===== src/rtl/hazard_ctrl.sv =====
// Hazard/stall controller for the 5-stage pipeline: ID/EX bubble, PC and IF/ID hold, IF/ID flush.
// Optional saturating stall/flush cycle counters are built when HAZARD_PERF_CNT_EN is defined.
module hazard_ctrl #(
  parameter int CNT_W = 16
) (
  input  logic             clk,
  input  logic             reset,
  input  logic [4:0]       ID_Rs,
  input  logic [4:0]       ID_Rt,
  input  logic             ID_UsesRt,
  input  logic             ID_Branch,
  input  logic             ID_BranchTaken,
  input  logic             ID_Jump,
  input  logic             ID_JumpReg,
  input  logic [4:0]       EX_Write_register,
  input  logic             EX_MemRead,
  input  logic             EX_RegWrite,
  input  logic [4:0]       MEM_Write_register,
  input  logic             MEM_MemRead,
  output logic             IDEX_stall,
  output logic             PC_hold,
  output logic             IFID_hold,
  output logic             IFID_flush,
  output logic [CNT_W-1:0] stall_cycles,
  output logic [CNT_W-1:0] flush_cycles
);

  typedef enum logic {
    RUN  = 1'b0,
    HOLD = 1'b1
  } state_t;

  state_t     r_state;
  state_t     w_state_nxt;
  logic       w_m_ex;
  logic       w_m_mem;
  logic       w_ctl;
  logic [1:0] w_need;
  logic       w_stall;
  logic       w_redirect;
  logic       w_stall_out;
  logic       w_flush_out;

  // Register 0 is hard-wired, so a write to it never creates a dependency.
  assign w_m_ex  = (EX_Write_register != 5'd0) &&
                   ((EX_Write_register == ID_Rs) ||
                    (ID_UsesRt && (EX_Write_register == ID_Rt)));
  assign w_m_mem = (MEM_Write_register != 5'd0) &&
                   ((MEM_Write_register == ID_Rs) ||
                    (ID_UsesRt && (MEM_Write_register == ID_Rt)));

  // Branches and jr/jalr resolve in ID, so they need operands one stage earlier than the ALU.
  assign w_ctl = ID_Branch || ID_JumpReg;

  always_comb begin
    w_need = 2'd0;
    if (w_ctl && EX_MemRead && w_m_ex) begin
      w_need = 2'd2;
    end else if ((!w_ctl && EX_MemRead && w_m_ex) ||
                 (w_ctl && EX_RegWrite && !EX_MemRead && w_m_ex) ||
                 (w_ctl && MEM_MemRead && w_m_mem)) begin
      w_need = 2'd1;
    end
  end

  // NOTE: every always_comb output gets a default first so no path leaves it unassigned (no latch).
  always_comb begin
    w_state_nxt = r_state;
    w_stall     = 1'b0;
    case (r_state)
      RUN: begin
        w_stall = (w_need != 2'd0);
        if (w_need == 2'd2) w_state_nxt = HOLD;
      end
      HOLD: begin
        // Second load-to-branch bubble; the hazard is not re-evaluated here.
        w_stall     = 1'b1;
        w_state_nxt = RUN;
      end
      default: w_state_nxt = RUN;
    endcase
  end

  // NOTE: sequential state uses non-blocking assignments so all flops update together at the edge.
  always_ff @(posedge clk or posedge reset) begin
    if (reset) r_state <= RUN;
    else       r_state <= w_state_nxt;
  end

  // Outputs are Mealy and gated by reset so an abort in HOLD takes effect immediately.
  assign w_redirect  = (ID_Branch && ID_BranchTaken) || ID_Jump || ID_JumpReg;
  assign w_stall_out = w_stall && !reset;
  assign w_flush_out = !w_stall && w_redirect && !reset;

  assign IDEX_stall = w_stall_out;
  assign PC_hold    = w_stall_out;
  assign IFID_hold  = w_stall_out;
  assign IFID_flush = w_flush_out;

`ifdef HAZARD_PERF_CNT_EN
  localparam logic [CNT_W-1:0] CNT_ONE = {{(CNT_W-1){1'b0}}, 1'b1};
  localparam logic [CNT_W-1:0] CNT_MAX = {CNT_W{1'b1}};

  logic [CNT_W-1:0] r_stall_cnt;
  logic [CNT_W-1:0] r_flush_cnt;

  always_ff @(posedge clk or posedge reset) begin
    if (reset) begin
      r_stall_cnt <= '0;
      r_flush_cnt <= '0;
    end else begin
      if (w_stall_out && (r_stall_cnt != CNT_MAX)) r_stall_cnt <= r_stall_cnt + CNT_ONE;
      if (w_flush_out && (r_flush_cnt != CNT_MAX)) r_flush_cnt <= r_flush_cnt + CNT_ONE;
    end
  end

  assign stall_cycles = r_stall_cnt;
  assign flush_cycles = r_flush_cnt;
`else
  assign stall_cycles = '0;
  assign flush_cycles = '0;
`endif

endmodule

===== config.mk =====
export PLATFORM = sky130hd
export DESIGN_NAME = hazard_ctrl
export DESIGN_NICKNAME = d
export VERILOG_FILES = /design/src/rtl/hazard_ctrl.sv
export SDC_FILE = /design/constraint.sdc
export NUM_CORES = 1
export LEC_CHECK = 0
export ABC_CLOCK_PERIOD_IN_PS = 3380
export CAP_MARGIN = 20
export CORE_MARGIN = 2
export CORE_UTILIZATION = 31
export CTS_BUF_LIST = sky130_fd_sc_hd__clkbuf_8
export DETAILED_ROUTE_END_ITERATION = 6
export MAX_ROUTING_LAYER = met4
export PLACE_DENSITY = 0.93
export RECOVER_POWER = 25
export SKIP_CTS_REPAIR_TIMING = 1
export SLEW_MARGIN = 20
export SYNTH_ARGS = -nofsm -noshare
export SYNTH_HDL_FRONTEND = slang
export SYNTH_SLANG_ARGS = --single-unit

===== constraint.sdc =====
create_clock -name clk -period 3.38 [get_ports clk]
set_input_delay 0.676 -clock clk [delete_from_list [all_inputs] [get_ports clk]]
set_output_delay 0.676 -clock clk [all_outputs]
set_load 0.02 [all_outputs]

==> impl_results.md <==
- WP depth: 7
- Die Width: 48.29 um
- Initial antenna violation count: 0
- Lkg Pwr: 0.4274 nW
- Layout cells sized above 1: 5.983%
- Largest net degree at the start of global routing: 4
- Unique masters post-synth: 20
- Synth top area share: 41.98%
- IO Count: 66
- Largest reg by FF count: r_state
- Share of the yosys chip area belonging to registers: 4.115%
- FP Rows: 16
- Setup violators final: 0
- CP dominant cell by count: nand3_1
- WL per Instance: 10.48 um
- Tot Pwr: 0.1366 mW
- Max-capacitance violation count: 0
- Setup ws final: 282.9 ps
- Count leader, synth: buf_4
- Final Cell Area: 880.8 um^2
- Main combinational cell family by area after synthesis: buffers and inverters
- DRT Pass-1 Iters: 4
- Final worst-path cycle share: 91.63%
- Global route total overflow: 0
- FF-to-FF path depth: 1
- Worst setup path category: in -> out
- RSZ-0062 raised after global routing: false
- Pwr per Cell Area: 155.1 mW/mm^2
- Mux cell area share after synthesis: 0%
- Top flop regs: r_state x1
- Status: finished, final reports clean
- Hold crit path type: reg -> reg
- Crit path max fanout: 3
- Syn Area/Cell: 7.416 um^2
- Synth Area in XOR/XNOR: 28.81%
- Hpwl dp: 1401 um
- CP cell instances: clkdlybuf4s50_1 -> xnor2_1 -> nand3_1 -> o32ai_2 -> nand3_1 -> a21oi_1 -> dlymetal6s2s_1
- Endpoints failing hold: 0
- Max incr delay on CP: 530 ps
- Req. time, crit path: 2700 ps
- Vias in the first global route: 524
- Commonest cells post-synth: buf_4, xnor2_1, nand2_1
- Die area: 0.002332 mm^2
- FFs w/ async S/R, synth: 100.0%
- Adder-cell share of the synthesized area: 0%
- Dpl ws: -118.4 ps
- Post-route core utilization: 46.32%
- DRC: 0
- Slowest cell on crit path: clkdlybuf4s50_1
- First-pass GRT wire length: 2145 um
- Critical Path Sink Type: output pin
- Max Clock Freq: 0.3229 GHz
- Post-synth EDFFs: 0
- Post-Synth Simple-Gate Area: 15.43%
- Worst skew pair latency: 0 ps
- Arr. time, crit path: 2420 ps
- Fin nets: 149
- DRT iter0 DRCs: 11
- Vias per cell: 4.000
- Die H: 48.29 um
- Clock Pin Slew Worst Setup and Hold Paths: 0 ps
- Main synth FF type: dfrtp_1
- Yosys top cell by area: buf_4
- Cells after Synth: 82
- Core area: 0.001902 mm^2
- I/O Buffers: 33
- Placed cell area: 870.8 um^2
- ANT nets after route: 0
- Synth-to-Final Area Change: 44.86%
- Gpl congestion: 0.7905
- Critical Path Source Type: input pin
- Total GRT Usage: 13.20%
- Synth area leaders: buf_4, xnor2_1, dfrtp_1, nand2_1, xor2_1
- Peak VDD IR: 0.05605 mV
- CP top delay family: buffers and inverters
- Worst hold path depth: 1
- Drt total wl: 1509 um
- Setup tns final: 0 ps
- Max Transition Viols Final: 0
- Synth Area in Compound Gates: 8.436%
- Filler cell count: 182
- Clock skew: 0 ps
- Tmin final: 3097 ps
- CP bufs+invs: 2
- Max FFs per register: 1
- Starting Density: 31.97%
- Vias: 576
- Register bit total from synthesis: 1
- Diode count: 0
- YS warnings: 0
- Synthesized cell area: 608.1 um^2
==> worst paths after layout <==
| check | slack, ps | start | end |
|---|---|---|---|
| hold / removal | 430 | r_state$_DFF_PP0_ | r_state$_DFF_PP0_ |
| setup reg to reg | 2620 | r_state$_DFF_PP0_ | r_state$_DFF_PP0_ |
| hold reg to reg | 430 | r_state$_DFF_PP0_ | r_state$_DFF_PP0_ |
| min in group asynchronous | 1000 | reset | r_state$_DFF_PP0_ |
| setup / recovery | 280 | ID_Rs[4] | IDEX_stall |
| max in group asynchronous | 2280 | reset | r_state$_DFF_PP0_ |
==> cell type report <==
type	count	area (um^2)	share of cell area (%)
Multi-Input combinational cell	77	440.4	50.00
Timing Repair Buffer	38	377.9	42.90
Inverter	1	3.754	0.4261
Tap cell	27	33.78	3.835
Sequential cell	1	25.02	2.841
==> placed cells by master (no fill, tap or decap), types with 2 or more instances in the layout <==
cell type	instances
buf_4	5
clkdlybuf4s50_1	28
conb_1	32
dlymetal6s2s_1	4
nand2_1	6
nand3_1	3
nand4_1	2
nor2_1	3
nor3_1	2
xnor2_1	18
xor2_1	2
==> logic make-up (layout without fill, tap and decap cells) <==
family | Yosys count | in the layout
simple gates | 19 | 19
flops | 1 | 1
other cells | 1 | 32
buf+inv | 35 | 39
xor+xnor | 20 | 20
compound gates | 6 | 6
==> metal layers <==
| layer | routed length (um) | vias up | global-route usage (%) | share of wire (%) |
|---|---|---|---|---|
| met5 | 0 | - | - | 0 |
| li1 | - | 272 | - | - |
| met3 | 150 | 6 | 1.111 | 9.9 |
| met1 | 452 | 255 | 12.14 | 30 |
| met4 | 61 | 0 | 6.486 | 4.0 |
| met2 | 844 | 43 | 26.32 | 56 |
==> power breakdown <==
part | internal [mW] | leakage (nW) | switching [mW] | total [mW]
Sequential | 0.0124 | 0.0139 | 0.000116 | 0.0126
Clock | 0 | 0 | 0 | 0
Combinational | 0.0576 | 0.414 | 0.0665 | 0.124
==> per-stage QoR <==
stage / std cells / hold slack [ps]
global placement: 144 / 424.8
CTS: 144 / 425.5
global route: 144 / 439.4
floorplan: 113 / 404.7
detailed placement: 144 / 425.5
finish: 144 / 427.2
(Power assumes the default switching activity.)
